--- src/rtl/fetch_pkg.sv ---
// Shared types and constants for the buffered instruction fetch unit.
// Holds the FIFO entry layout, the fetch state encoding and the default boot address.
package fetch_pkg;

  localparam logic [31:0] RESET_PC_DEFAULT = 32'h8000_0000;

  typedef enum logic [0:0] {
    RUN  = 1'b0,
    HALT = 1'b1
  } fetch_state_t;

  typedef struct packed {
    logic [31:0] instr;
    logic [31:0] pc;
    logic        fault;
  } fetch_entry_t;

endpackage

--- src/rtl/fetch_fifo.sv ---
// Instruction buffer: power-of-two circular FIFO with synchronous flush and occupancy count.
// Simultaneous push and pop are accepted even when full.
module fetch_fifo
  import fetch_pkg::*;
#(
  parameter int  DEPTH   = 4,
  parameter type entry_t = fetch_entry_t
) (
  input  logic                         i_clk,
  input  logic                         i_rst_n,
  input  logic                         i_flush,
  input  logic                         i_push,
  input  entry_t                       i_wdata,
  input  logic                         i_pop,
  output entry_t                       o_rdata,
  output logic                         o_empty,
  output logic [$clog2(DEPTH+1)-1:0]   o_count
);

  localparam int AW = (DEPTH > 1) ? $clog2(DEPTH) : 1;
  localparam int CW = $clog2(DEPTH + 1);

  entry_t          r_mem [DEPTH];
  logic [AW-1:0]   r_rd_ptr;
  logic [AW-1:0]   r_wr_ptr;
  logic [CW-1:0]   r_count;
  logic            w_full;
  logic            w_do_push;
  logic            w_do_pop;

  assign o_empty   = (r_count == '0);
  assign w_full    = (r_count == CW'(DEPTH));
  assign w_do_pop  = i_pop && !o_empty;
  assign w_do_push = i_push && (!w_full || w_do_pop);
  assign o_count   = r_count;
  assign o_rdata   = r_mem[r_rd_ptr];

  always_ff @(posedge i_clk) begin
    if (!i_rst_n || i_flush) begin
      r_rd_ptr <= '0;
      r_wr_ptr <= '0;
      r_count  <= '0;
    end else begin
      if (w_do_push) r_wr_ptr <= r_wr_ptr + AW'(1);
      if (w_do_pop)  r_rd_ptr <= r_rd_ptr + AW'(1);
      r_count <= r_count + CW'(w_do_push) - CW'(w_do_pop);
    end
  end

  // NOTE: storage is deliberately not reset; the count alone decides validity,
  // so the array maps onto plain RAM without a reset network.
  always_ff @(posedge i_clk) begin
    if (w_do_push) r_mem[r_wr_ptr] <= i_wdata;
  end

endmodule

--- src/rtl/buffered_fetch.sv ---
// Prefetching instruction fetch unit with credit-based issue, in-order responses and redirect flush.
// Define FETCH_MISALIGN_CHECK_EN to turn misaligned redirects into a fault entry followed by HALT.
module buffered_fetch
  import fetch_pkg::*;
#(
  parameter int          FIFO_DEPTH      = 4,
  parameter int          MAX_OUTSTANDING = 2,
  parameter logic [31:0] RESET_PC        = RESET_PC_DEFAULT
) (
  input  logic        clk_i,
  input  logic        rstn_i,
  output logic        valid_o,
  output logic [31:0] instr_o,
  output logic [31:0] pc_o,
  output logic        fault_o,
  input  logic        stall_i,
  input  logic [31:0] pc_i,
  input  logic        new_pc_i,
  output logic        req_o,
  output logic [31:0] addr_o,
  input  logic        gnt_i,
  input  logic        rvalid_i,
  input  logic [31:0] rdata_i
);

  localparam int CW = $clog2(FIFO_DEPTH + 1);

`ifdef FETCH_MISALIGN_CHECK_EN
  localparam logic MISALIGN_EN = 1'b1;
`else
  localparam logic MISALIGN_EN = 1'b0;
`endif

  logic [31:0]  r_fetch_pc;
  logic [31:0]  r_resp_pc;
  logic [CW-1:0] r_outstanding;
  logic [CW-1:0] r_discard;

  logic [CW-1:0] w_count;
  logic          w_empty;
  fetch_entry_t  w_head;
  fetch_entry_t  w_wdata;
  logic [CW:0]   w_inflight;
  logic          w_credit;
  logic          w_blocked;
  logic          w_req;
  logic          w_gnt;
  logic          w_rsp;
  logic [CW-1:0] w_out_after_rsp;
  logic          w_keep;
  logic          w_fault_wr;
  logic          w_push;
  logic          w_pop;
  logic [31:0]   w_redirect_pc;

  // Issue only while every granted request is guaranteed a FIFO slot on return.
  assign w_inflight = {1'b0, w_count} + {1'b0, r_outstanding};
  assign w_credit   = (w_inflight < (CW+1)'(FIFO_DEPTH))
                   && (r_outstanding < CW'(MAX_OUTSTANDING));
  assign w_req      = rstn_i && w_credit && !new_pc_i && !w_blocked;
  assign w_gnt      = w_req && gnt_i;

  // Responses with nothing outstanding (e.g. stale ones after a reset) are ignored.
  assign w_rsp           = rvalid_i && (r_outstanding != '0);
  assign w_out_after_rsp = r_outstanding - CW'(w_rsp);
  assign w_keep          = w_rsp && !new_pc_i && (r_discard == '0);

`ifdef FETCH_MISALIGN_CHECK_EN
  logic         r_fault_pend;
  fetch_state_t r_state;

  assign w_blocked     = r_fault_pend || (r_state == HALT);
  assign w_fault_wr    = r_fault_pend && (r_discard == '0) && !new_pc_i;
  assign w_redirect_pc = pc_i;

  always_ff @(posedge clk_i) begin
    if (!rstn_i) begin
      r_fault_pend <= 1'b0;
      r_state      <= RUN;
    end else if (new_pc_i) begin
      r_fault_pend <= (pc_i[1:0] != 2'b00);
      r_state      <= RUN;
    end else if (w_fault_wr) begin
      r_fault_pend <= 1'b0;
      r_state      <= HALT;
    end
  end
`else
  assign w_blocked     = 1'b0;
  assign w_fault_wr    = 1'b0;
  assign w_redirect_pc = pc_i & ~32'h3;
`endif

  assign w_push = w_keep || w_fault_wr;
  assign w_pop  = !w_empty && !stall_i && !new_pc_i;

  // NOTE: every always_comb output gets a default first so no path leaves it unassigned (no latch).
  always_comb begin
    w_wdata       = '0;
    w_wdata.instr = rdata_i;
    w_wdata.pc    = r_resp_pc;
    if (w_fault_wr) begin
      w_wdata.instr = 32'h0;
      w_wdata.fault = 1'b1;
    end
  end

  // NOTE: sequential state uses non-blocking assignments so all registers update from pre-edge values.
  always_ff @(posedge clk_i) begin
    if (!rstn_i) begin
      r_fetch_pc    <= RESET_PC;
      r_resp_pc     <= RESET_PC;
      r_outstanding <= '0;
      r_discard     <= '0;
    end else if (new_pc_i) begin
      r_fetch_pc    <= w_redirect_pc;
      r_resp_pc     <= w_redirect_pc;
      r_outstanding <= w_out_after_rsp;
      r_discard     <= w_out_after_rsp;
    end else begin
      if (w_gnt)  r_fetch_pc <= r_fetch_pc + 32'd4;
      if (w_keep) r_resp_pc  <= r_resp_pc + 32'd4;
      r_outstanding <= w_out_after_rsp + CW'(w_gnt);
      if (w_rsp && (r_discard != '0)) r_discard <= r_discard - CW'(1);
    end
  end

  fetch_fifo #(
    .DEPTH   (FIFO_DEPTH),
    .entry_t (fetch_entry_t)
  ) u_fifo (
    .i_clk   (clk_i),
    .i_rst_n (rstn_i),
    .i_flush (new_pc_i),
    .i_push  (w_push),
    .i_wdata (w_wdata),
    .i_pop   (w_pop),
    .o_rdata (w_head),
    .o_empty (w_empty),
    .o_count (w_count)
  );

  assign valid_o = !w_empty;
  assign instr_o = valid_o ? w_head.instr : 32'h0;
  assign pc_o    = valid_o ? w_head.pc    : 32'h0;
  assign fault_o = valid_o && w_head.fault && MISALIGN_EN;
  assign req_o   = w_req;
  assign addr_o  = r_fetch_pc;

endmodule

--- config.mk ---
export PLATFORM = sky130hd
export DESIGN_NAME = buffered_fetch
export DESIGN_NICKNAME = d
export VERILOG_FILES = /design/src/rtl/fetch_pkg.sv /design/src/rtl/fetch_fifo.sv /design/src/rtl/buffered_fetch.sv
export SDC_FILE = /design/constraint.sdc
export NUM_CORES = 1
export LEC_CHECK = 0
export BUFFER_PORTS_ARGS = -buffer_cell sky130_fd_sc_hd__buf_2
export CAP_MARGIN = 20
export CORE_MARGIN = 8
export CORE_UTILIZATION = 58
export DETAILED_ROUTE_END_ITERATION = 8
export PLACE_DENSITY_LB_ADDON = 0.25
export SLEW_MARGIN = 20
export SYNTH_ARGS = -nofsm -noshare
export SYNTH_HDL_FRONTEND = slang
export SYNTH_SLANG_ARGS = --single-unit
--- constraint.sdc ---
create_clock -name clk_i -period 4 [get_ports clk_i]
set_clock_uncertainty 0.15 [all_clocks]
set_input_delay 0.4 -clock clk_i [delete_from_list [all_inputs] [get_ports clk_i]]
set_output_delay 0.4 -clock clk_i [all_outputs]
set_load 0.05 [all_outputs]
After elaboration in Yosys (flattened, before gate mapping)
Memories as Yosys holds them, arrays and structs flattened. A register that Yosys moved wholly into a read port is not among the register bits.
Index checks and enable logic that the tools add are counted.
Word-level totals
  bits in writable memories: 256
  word-level logic and storage cells: 64
  memories: 1
  output and inout port bits: 99
  input bits: 70
  flip-flop bits (word level): 77
Cells by class
  bitwise gates (word level): 1
  reductions and logical operators: 27
  muxes and demuxes: 13
  $add $sub $neg: 10
  order comparisons: 2
  equal/unequal tests: 1
Memory list
  u_fifo.r_mem: words 4, bits a word 64, read ports 1, clocked after memory_dff 1, wr ports 1, line fetch_fifo.sv:23  | entry_t r_mem [DEPTH];
Operator list (count)
  2-to-1 mux 32 bit: 6
  adder 32 x 3 -> 32 bit (second input constant): 2
  logical AND 1 bit: 12
  2-to-1 mux 3 bit: 3
  adder 3 x 1 -> 3 bit: 2
  zero test 3 bit: 2
  nonzero test 2 bit: 3
  nonzero test 3 bit: 2
  subtractor 3 x 1 -> 3 bit: 2
  zero test 1 bit: 5
  adder 2 x 1 -> 2 bit (second input constant): 2
  adder 3 x 3 -> 4 bit: 1
  < comparator 4 x 3 -> 1 bit (second input constant): 1
  2-to-1 mux 2 bit: 2
  == test 3 bit (second input constant): 1
  < comparator 3 x 2 -> 1 bit (second input constant): 1
  subtractor 3 x 1 -> 3 bit (second input constant): 1
  logical OR 1 bit: 2
  2-to-1 mux 1 bit: 2
  OR reduction 2 bit: 1
  inverter 1 bit: 1

Logic depth before layout (Yosys ltp)
Gate-level depths: netlist (run 1).
  depth after elaboration: 9
  depth in mapped cells: 12
  gate-level depth less buffers: 11

Hierarchy
From an unflattened synthesis (run 1), not the netlist that was laid out.
Unflattened totals
  cells, all modules: 944
  area total of the unflattened synthesis: 14112.3 um^2
By module, submodules not included
  fetch_fifo: area an instance 9823.2 um^2, sequential area each 7987.7 um^2, instances 1, cells an instance 390
  buffered_fetch: area an instance 4289.1 um^2, sequential area each 1321.3 um^2, instances 1, cells an instance 554

Worst setup path before layout (run 1)
No wires, ideal clock.
  path kind: reg-to-reg
  start: reg r_discard[0]
  end: mem u_fifo.r_mem[1][10] (netlist name), enable pin
  cell stages (with the launch flop): 8
  buffers on the path: 1
  arrival time: 3.087 ns
  slack: 0.336 ns
  period minus slack after synthesis: 3.664 ns
  required time: 3.424 ns
  library setup time: 0.426 ns
  cells stage by stage: dfxtp_1 -> inv_1 -> ha_1 -> or3b_4 -> or2_2 -> buf_2 -> a21oi_2 -> and2_1
On the way
  cells in the longest elaborated chain, start to end: 5
RTL lines
  start: declaration: line buffered_fetch.sv:37  | logic [CW-1:0] r_discard;
  start signal: assignment: line buffered_fetch.sv:119  | r_discard <= w_out_after_rsp;
  start signal: assignment: line buffered_fetch.sv:124  | if (w_rsp && (r_discard != '0)) r_discard <= r_discard - CW'(1);
  zero test 3 bit: line buffered_fetch.sv:66  | assign w_keep = w_rsp && !new_pc_i && (r_discard == '0);
  logical AND 1 bit: line buffered_fetch.sv:66
  logical AND 1 bit: line fetch_fifo.sv:34  | assign w_do_push = i_push && (!w_full || w_do_pop);
  named net u_fifo.w_do_push: line fetch_fifo.sv:28  | logic w_do_push;
  2-to-1 mux 1 bit: line fetch_fifo.sv:53  | if (w_do_push) r_mem[r_wr_ptr] <= i_wdata;
  2-to-1 mux 1 bit (not written as such): line fetch_fifo.sv:53
  end: declaration: line fetch_fifo.sv:23
The timed path passes the listed nets, and every way through them passes these cells.

==> out/summary.txt, run 1 <==
crit share post-route: 76.82%
Core Footprint: 23,190 um2
Sw Share: 23.45%
share of the synthesized area in the top cell type: 54.85%
critical-path cell list: buf_12, mux4_2, and2_1, buf_2
clock root buffer: clkbuf_16
Post-CTS Resized: 0
CP max FO: 47
leading area contributor after synthesis: edfxtp_1
Remaining DRCs: 0
CP endpoint kind: primary output
fraction of layout cells with a size suffix above 1: 27.27%
Final Max Slew Viols: 0
Skew-Pair Late Insertion Delay: 0.55 ns
Total GRT Usage: 20.83%
IO Pins: 169
vias: 8,564
Post-synth EDFFs: 248
Rel. slew slack: 57.39%
vias in the first global route: 8,795
Power Total: 7.636 mW
Clk pin slew, worst setup/hold paths: 0.06 ns
# Post-CTS Setup Buffers: 0
status: complete, no violations
grt ovf: 0
sequential share of the synthesized area: 65.91%
CTS Buf Count: 31
RSZ-0062 raised after global routing: false
dpl cell area: 14,800 um2
Placed Instances: 1,375
htree depth: 1
worst-margin pin slew: 0.6357 ns
Final WS setup: 0.9271 ns
full die area: 28,560 um2
drt first pass iters: 6
Via density: 5.810
Clk network pwr share: 40.4%
Clock Sinks: 323
Gate power share: 9.5%
worst path required time: 3.45 ns
ant diodes: 0
Hold/Removal Path Class: primary input to register
P_int: 5.845 mW
Cell Rows: 56
Gate Count Post-Synth: 924
P_leak: 5.787 nW
most frequent cell after synthesis: edfxtp_1
Die Span Y: 169.0 um
Die X: 169.0 um
number of library cell types mapped by synthesis: 63
Avg Inst Size Synth: 14.69 um2
Flop pwr share: 50.1%
Mapped Area: 13,580 um2
Max-cap violations: 0
worst slack, placed: 0.8981 ns
fin nets: 1,218
min cycle time layout: 3.073 ns
Fin. Hold Viols: 0
Final Instance Area: 16,310 um2
Synth Warn #: 0
Peak VDD IR: 0.0002956 V
filler cell count: 1,480
Final Non-Filler Cells: 1,474
HPWL Detailed: 18,340 um
CTS Hold Buffers Added: 42
Area growth, synth to finish: 20.13%
Setup TNS: 0 ns
synth top area cells: edfxtp_1, dfxtp_1, mux4_2, and2_1, ha_1
clock tree buffer depth: 3
port bufs: 161
CTS tree: done
Worst EP arrival: 2.52 ns
Initial Util: 58.54%
Max Clock Freq: 325.4 MHz
PwrDens: 468.2 nW/um2
#FFs+latches synth: 323
antenna violations before repair: 0
ys async rst share: 0%
Critical Path Source Type: register
crit path kind: register to primary output
first-pass GRT wire length: 47,200 um
Final setup viols: 0
largest net degree at the start of global routing: 66
final wirelength: 30,070 um
Min Hold Slack: 0.02260 ns
Worst R2R Setup Slack: 0.97 ns
fin util: 70.32%
Synth top cells by count: edfxtp_1, dfxtp_1, and2_1, mux4_2, nand2_1
Synth Flop Type: edfxtp_1
placer congestion estimate: 0.9352
worst stage delay on the critical path: 0.57 ns
Routed Antenna Nets: 0
slowest stage cell on the critical path: mux4_2
Psw: 1.790 mW
Iter 0 DRT Violations: 598
DR WL/cell: 20.40 um
[flip-flops by register name, indices dropped and copies added (netlist names), named ones only]
register and count:
u_fifo.r_rd_ptr 2, u_fifo.o_count 3, u_fifo.r_mem 248, addr_o 30, r_resp_pc 30, r_outstanding 3
r_discard 3, u_fifo.r_wr_ptr 2
[power groups by stage]
stage	clock (mW)	sequential (mW)	combinational [mW]
after floorplan	0	3.93	0.424
after global placement	0	3.89	0.677
after detailed placement	0	3.90	0.688
after CTS	3.12	3.83	0.725
after global routing	3.25	3.84	0.784
final	3.08	3.83	0.723
[final timing paths]
kind           startpoint                   to  depth (start not counted)
max reg2reg  r_discard[0]  u_fifo.r_mem[2][57]                          7
min              pc_i[12]        r_resp_pc[12]                          3
min reg2reg    addr_o[31]           addr_o[31]                          1
max              register              pc_o[8]                          4
[critical path: cells and delay by family (launching register included)]
| family | cells | cell delay [ns] |
|---|---|---|
| DFF | 1 | 0.56 |
| muxes | 1 | 0.57 |
| buffers and inverters | 2 | 0.61 |
| and+or+nand+nor | 1 | 0.20 |
[cell families (layout without fill, tap and decap cells)]
family                   after synthesis  after routing  synth area share (%)
flip-flops                           323            323                 65.91
AND/OR/NAND/NOR                      286            286                 11.62
AO/OA/AOI/OAI                        119            119                 5.456
buffers and inverters                 75            302                 2.341
multiplexers                          68             68                 10.76
XOR/XNOR                              35             35                 2.258
adder cells (fa/ha/maj)               17             17                 1.622
other                                  1              5               0.02762
[placed cells by master, fill, tap and decap left out, types with 4 or more instances in the layout]
master	count
a211oi_1	9
a21oi_1	33
a22oi_1	6
a31oi_1	10
and2_1	68
and2_2	4
and3_1	5
and4_1	6
buf_12	6
buf_2	161
buf_4	14
bufinv_16	6
clkbuf_1	4
clkbuf_16	31
clkinv_2	6
conb_1	5
dfxtp_1	73
dlygate4sd3_1	42
edfxtp_1	248
ha_1	16
inv_1	21
mux2_2	4
mux4_2	62
nand2_1	48
nand3_1	33
nand4_1	23
nor2_1	39
nor3_1	12
nor4_1	13
o211ai_1	4
o21a_1	7
o21ai_0	31
or3_1	10
or4_1	4
xnor2_1	15
xor2_1	20
[area by class of cell]
class | instances | area, um2 | area share [%]
Sequential cell | 323 | 8954 | 54.90
Tap cell | 319 | 399.1 | 2.447
Multi-Input combinational cell | 530 | 4332 | 26.56
Clock inverter | 19 | 259.0 | 1.588
Clock buffer | 38 | 832.0 | 5.102
Timing Repair Buffer | 223 | 1451 | 8.899
Inverter | 22 | 82.58 | 0.5063
[routing by layer]
| layer | routed length, um | up-vias | GRT usage [%] |
|---|---|---|---|
| met5 | 0 | - | 0 |
| met4 | 602 | 0 | 5.694 |
| met3 | 2277 | 43 | 4.076 |
| met2 | 14400 | 359 | 34.08 |
| met1 | 12790 | 4207 | 28.23 |
| li1 | - | 3955 | - |
Power figures use the tool's default switching activity.
==> run 2: changes to the inputs <==
--- a/config.mk
+++ b/config.mk
@@ -5,10 +5,11 @@
 export SDC_FILE = /design/constraint.sdc
 export NUM_CORES = 1
 export LEC_CHECK = 0
+export ABC_AREA = 1
 export BUFFER_PORTS_ARGS = -buffer_cell sky130_fd_sc_hd__buf_2
 export CAP_MARGIN = 20
 export CORE_MARGIN = 8
-export CORE_UTILIZATION = 58
+export CORE_UTILIZATION = 53
 export DETAILED_ROUTE_END_ITERATION = 8
 export PLACE_DENSITY_LB_ADDON = 0.25
 export SLEW_MARGIN = 20
==> constraint.sdc (replaced) <==
create_clock -name clk_i -period 2.5 [get_ports clk_i]
set_clock_uncertainty 0.15 [all_clocks]
set_input_delay 0.25 -clock clk_i [delete_from_list [all_inputs] [get_ports clk_i]]
set_output_delay 0.25 -clock clk_i [all_outputs]
set_load 0.05 [all_outputs]
==> run 2 against run 1 <==
Effect of this change:
- first-iteration DRC count increased by 67%
- hold slack improved by 0.0071 ns
- synthesized cell count increased by 71%
- routed wire length increased by 24%
- via count increased by 38%
- power increased by 66%
- final cell count increased by 47%
- sequential power increased by 65%
- clock-buffer cell count decreased by 1
- sequential share of layout area decreased by 4.4 points
- critical path depth increased by 1
- setup slack got worse by 0.87 ns
- largest power group unchanged
- highest routed layer unchanged
==> out/summary.txt, run 2 <==
Synth top cells by count: nor2_1, nand2_1, edfxtp_1, o21ai_0, a21oi_1
worst stage delay on the critical path: 0.42 ns
reg2reg path depth: 11
ys async rst share: 0%
Synth Warn #: 0
filler cell count: 2,141
crit path kind: register to primary output
vias in the first global route: 11,472
Fin. Hold Viols: 0
fraction of layout cells with a size suffix above 1: 15.52%
Die X: 182.2 um
clock root buffer: clkbuf_16
share of the synthesized area in the top cell type: 50.90%
min cycle time layout: 2.448 ns
Clk pin slew, worst setup/hold paths: 0.07 ns
Hold/Removal Path Class: primary input to register
Die Span Y: 182.2 um
htree depth: 1
Largest register FFs: 248
fin nets: 1,889
antenna violations before repair: 0
number of library cell types mapped by synthesis: 45
Reg-to-Reg End: u_fifo.o_count[2]
largest net degree at the start of global routing: 63
Avg Inst Size Synth: 9.278 um2
drt first pass iters: 7
WHS Path Cells: 5
worst slack, placed: 0.1834 ns
full die area: 33,180 um2
leading area contributor after synthesis: edfxtp_1
fin util: 64.61%
Gate Count Post-Synth: 1,577
Peak VDD IR: 0.0006075 V
Power Total: 12.67 mW
Clock Sinks: 323
Final setup viols: 0
slowest stage cell on the critical path: dfxtp_4
most frequent cell after synthesis: nor2_1
Skew-Pair Late Insertion Delay: 0.55 ns
Total GRT Usage: 21.74%
global route hottest layer: met2
RSZ-0062 raised after global routing: true
Remaining DRCs: 0
final wirelength: 37,250 um
GRT met2 Usage: 37.42%
CTS tree: done
DR WL/cell: 17.17 um
worst path required time: 2.10 ns
Synth Flop Type: edfxtp_1
most common cell after layout, fill and taps aside: nor2_1
Worst EP arrival: 2.05 ns
Initial Util: 53.25%
IO Pins: 169
most frequent cells in the layout: nor2_1, nand2_1, edfxtp_1, o21ai_0, buf_2
Hold EP: r_discard[2]
Hold Crit Start: rvalid_i
vias: 11,796
Core Footprint: 27,480 um2
CP endpoint kind: primary output
ant diodes: 0
Mapped Area: 14,630 um2
GR Layer Usage met3: 3.639%
Max Clock Freq: 408.6 MHz
Cell Rows: 61
Worst R2R Setup Slack: 0.18 ns
crit share post-route: 97.90%
#FFs+latches synth: 323
critical-path cell list: inv_2, buf_16, o21ai_0, a21oi_1, buf_2
Critical Path Source Type: register
Final WS setup: 0.05245 ns
PwrDens: 713.6 nW/um2
port bufs: 161
Final Max Slew Viols: 0
Rel. slew slack: 63.40%
Min Hold Slack: 0.02970 ns
first-pass GRT wire length: 58,910 um
CP max FO: 44
met1 GRT Util: 27.75%
CTS Buf Count: 31
Reg with most FFs: u_fifo.r_mem
Iter 0 DRT Violations: 998
grt ovf: 0
sequential share of the synthesized area: 61.16%
synth top area cells: edfxtp_1, dfxtp_1, nor2_1, nand2_1, o21ai_0
Max-cap violations: 0
Via density: 5.438
placer congestion estimate: 0.9171
HPWL Detailed: 23,220 um
FF-to-FF Start: u_fifo.o_count[0]
Area growth, synth to finish: 21.33%
status: complete, no violations
P_leak: 6.946 nW
worst-margin pin slew: 0.5447 ns
clock tree buffer depth: 3
Post-synth EDFFs: 248
Routed Antenna Nets: 0
## run 2: cell families after synthesis
family | Yosys count | share of synthesized area (%)
other | 1 | 0.02563
adders and majority gates | 17 | 1.505
and+or+nand+nor | 733 | 20.66
DFF | 323 | 61.16
xor gates and xnor gates | 12 | 0.7183
AOI/OAI and AO/OA | 307 | 10.77
buffers and inverters | 184 | 5.165
## run 2: layer usage
metal	part of all wire (%)	routed length (um)
met1	42	15720
met3	6.9	2580
met2	49	18220
met5	0	0
met4	2.0	739
## run 2: layout make-up
| type | count | area [um2] | share of cell area [%] |
|---|---|---|---|
| well taps | 346 | 432.9 | 2.439 |
| inverters | 110 | 416.7 | 2.347 |
| flip-flops and latches | 323 | 8957 | 50.46 |
| multi-input cells | 1074 | 5031 | 28.34 |
| clock inverters | 17 | 157.7 | 0.8881 |
| clock buffers | 37 | 798.3 | 4.497 |
| repair buffers | 262 | 1958 | 11.03 |
## run 2: worst max path at each step
stage | startpoint | endpoint | slack [ns] | cells past startpoint
floorplan | r_discard[0] | u_fifo.r_mem[0][10] | -0.06 | 8
global placement | r_discard[1] | u_fifo.o_count[2] | 0.23 | 13
detailed placement | r_discard[0] | u_fifo.o_count[2] | 0.18 | 13
CTS | register | pc_o[17] | 0.003 | 6
global route | register | pc_o[12] | -0.01 | 5
finish | register | instr_o[10] | 0.05 | 5
## run 2: worst max-delay path, delay by kind of cell, from the launching register on
kind            cells  cell delay [ns]
flops               1             0.42
compound gates      2             0.34
buf+inv             3             0.74
## run 2: metrics by stage
| stage | instance area (um2) | std cells | setup TNS, ns |
|---|---|---|---|
| floorplan | 14720 | 1581 | -10.31 |
| global placement | 15980 | 2047 | 0 |
| detailed placement | 15980 | 2047 | 0 |
| CTS | 17630 | 2166 | 0 |
| global route | 17750 | 2169 | -0.05682 |
| finish | 17750 | 2169 | 0 |
## run 2: timing repair
action / in CTS / in global routing
hold endpoints to repair: 189 / 0
gates cloned: 1 / 1
endpoints found under the setup margin: 62 / 51
pin swaps: 0 / 2
buffers inserted: 0 / 2
hold buffers: 64 / 0
gates resized for setup: 5 / 45
## run 2: report_power, final
part           internal (mW)  switching, mW  leakage (nW)
logic                  0.583           1.29          3.61
registers               6.08          0.228          2.87
clock network           2.56           1.92         0.465
==> run 3: changes to the inputs <==
--- a/config.mk
+++ b/config.mk
@@ -6,10 +6,13 @@
 export NUM_CORES = 1
 export LEC_CHECK = 0
 export ABC_AREA = 1
+export ABC_CLOCK_PERIOD_IN_PS = 2500
 export BUFFER_PORTS_ARGS = -buffer_cell sky130_fd_sc_hd__buf_2
 export CAP_MARGIN = 20
+export CELL_PAD_IN_SITES_DETAIL_PLACEMENT = 1
+export CELL_PAD_IN_SITES_GLOBAL_PLACEMENT = 2
 export CORE_MARGIN = 8
-export CORE_UTILIZATION = 53
+export CORE_UTILIZATION = 33
 export DETAILED_ROUTE_END_ITERATION = 8
 export PLACE_DENSITY_LB_ADDON = 0.25
 export SLEW_MARGIN = 20
==> run 3 against run 2 <==
Effect of this change:
- non-clock buffer count is 3 lower
- critical path depth is the same
- utilization down 23 points
- global-route usage down 4.4 points
- power is 7.0% higher
- final area rose by 2.8%
- register-to-register slack about the same
==> out/summary.txt, run 3 (synthesis results as in run 2) <==
status: complete, no violations
fin nets: 1,893
antenna violations before repair: 0
first-pass GRT wire length: 69,350 um
Worst EP arrival: 1.99 ns
Max Clock Freq: 418.1 MHz
Final setup viols: 0
Iter 0 DRT Violations: 577
Final Non-Filler Cells: 2,423
Placed Instances: 2,301
Fin. Hold Viols: 0
Routed Antenna Nets: 0
clock tree buffer depth: 3
Skew-Pair Late Insertion Delay: 0.54 ns
Hold/Removal Path Class: primary input to register
Initial Util: 33.23%
Critical Path Source Type: register
vias in the first global route: 12,607
worst path required time: 2.10 ns
Die X: 226.6 um
drt first pass iters: 4
final wirelength: 44,680 um
most common cell after layout, fill and taps aside: nor2_1
Largest register FFs: 248
Rel. slew slack: 61.92%
Max-cap violations: 0
Clock Sinks: 323
port bufs: 161
IO Pins: 169
placer congestion estimate: 0.7953
Clk pin slew, worst setup/hold paths: 0.06 ns
Hold Crit Start: pc_i[2]
crit path kind: register to primary output
CP max FO: 68
PwrDens: 742.3 nW/um2
area of the multi-input gates: 5039 um2
Peak VDD IR: 0.0004193 V
clock root buffer: clkbuf_16
Remaining DRCs: 0
CTS tree: done
crit share post-route: 95.67%
FF/Latch Area: 8954 um2
Final Max Slew Viols: 0
Final Instance Area: 18,260 um2
fraction of layout cells with a size suffix above 1: 16.11%
HPWL Detailed: 29,850 um
CTS Buf Count: 38
FF-to-FF Start: u_fifo.o_count[0]
CP endpoint kind: primary output
ant diodes: 0
full die area: 51,330 um2
Cell Rows: 77
vias: 11,796
Area growth, synth to finish: 24.77%
DR WL/cell: 18.44 um
largest net degree at the start of global routing: 69
Via density: 4.868
Total GRT Usage: 17.30%
Die Span Y: 226.6 um
P_leak: 7.039 nW
dpl cell area: 16,410 um2
RSZ-0062 raised after global routing: true
worst-margin pin slew: 0.5691 ns
most frequent cells in the layout: nor2_1, nand2_1, edfxtp_1, o21ai_0, buf_2
min cycle time layout: 2.392 ns
Reg with most FFs: u_fifo.r_mem
Core Footprint: 44,030 um2
grt ovf: 0
htree depth: 2
filler cell count: 5,041
run 3: cell types whose count changed in the layout (fill, tap and decap cells not counted), sizes merged:
cell,before,now
clkbuf,51,54
dlygate4sd3,64,57
inv,111,109
clkinvlp,1,2
bufinv,3,2
buf,184,198
run 3: critical path: stages (launching register included):
cell     delay (ns)
dfxtp_4        0.38
inv_2          0.11
buf_12         0.26
o21ai_0        0.18
a21oi_2        0.31
buf_12         0.18
run 3: report_power, final:
part           switching (mW)  total, mW  internal, mW
clock network            2.19       5.29          3.10
registers               0.224       6.31          6.09
logic                    1.35       1.95         0.598
run 3: metal layers:
metal / part of all wire (%) / up-vias / global-route usage, % / wire length [um]
met1: 44 / 5797 / 20.66 / 19490
met3: 4.2 / 64 / 3.324 / 1861
li1: - / 5758 / - / -
met2: 50 / 177 / 31.60 / 22470
met4: 1.9 / 0 / 4.291 / 852
met5: 0 / - / 0 / 0
run 3: what timing repair did:
| action | in CTS | in global routing |
|---|---|---|
| pin swaps | 1 | 2 |
| setup buffers | 0 | 0 |
| endpoints found under the hold margin | 174 | 0 |
| resized for setup | 14 | 28 |
| hold buffers | 57 | 0 |
| endpoints found under the setup margin | 47 | 35 |
run 3: area by class of cell:
class	instances	area share, %
Sequential cell	323	49.04
Multi-Input combinational cell	1074	27.60
Timing Repair Buffer	259	10.60
Clock buffer	50	5.627
Tap cell	592	4.057
Inverter	110	2.282
Clock inverter	15	0.7950
run 3: worst paths after layout:
path	slack, ns	cells past startpoint	to
hold / removal	0.01	5	addr_o[2]
hold reg to reg	0.33	1	u_fifo.r_rd_ptr[0]
setup reg to reg	0.17	11	u_fifo.o_count[2]
setup / recovery	0.11	5	pc_o[29]
run 3: through the flow:
stage	power (mW)	setup TNS, ns	setup WS (ns)	util [%]	hold slack (ns)
finish	13.55	0	0.1083	41.46	0.01350
global route	14.15	-0.03049	-0.01022	41.46	0.05109
CTS	13.76	0	0.006343	41.33	0.0007008
detailed placement	8.318	0	0.1005	37.27	0.3149
global placement	8.268	0	0.1503	37.27	0.3008
floorplan	7.651	-10.31	-0.05837	-	0.1989
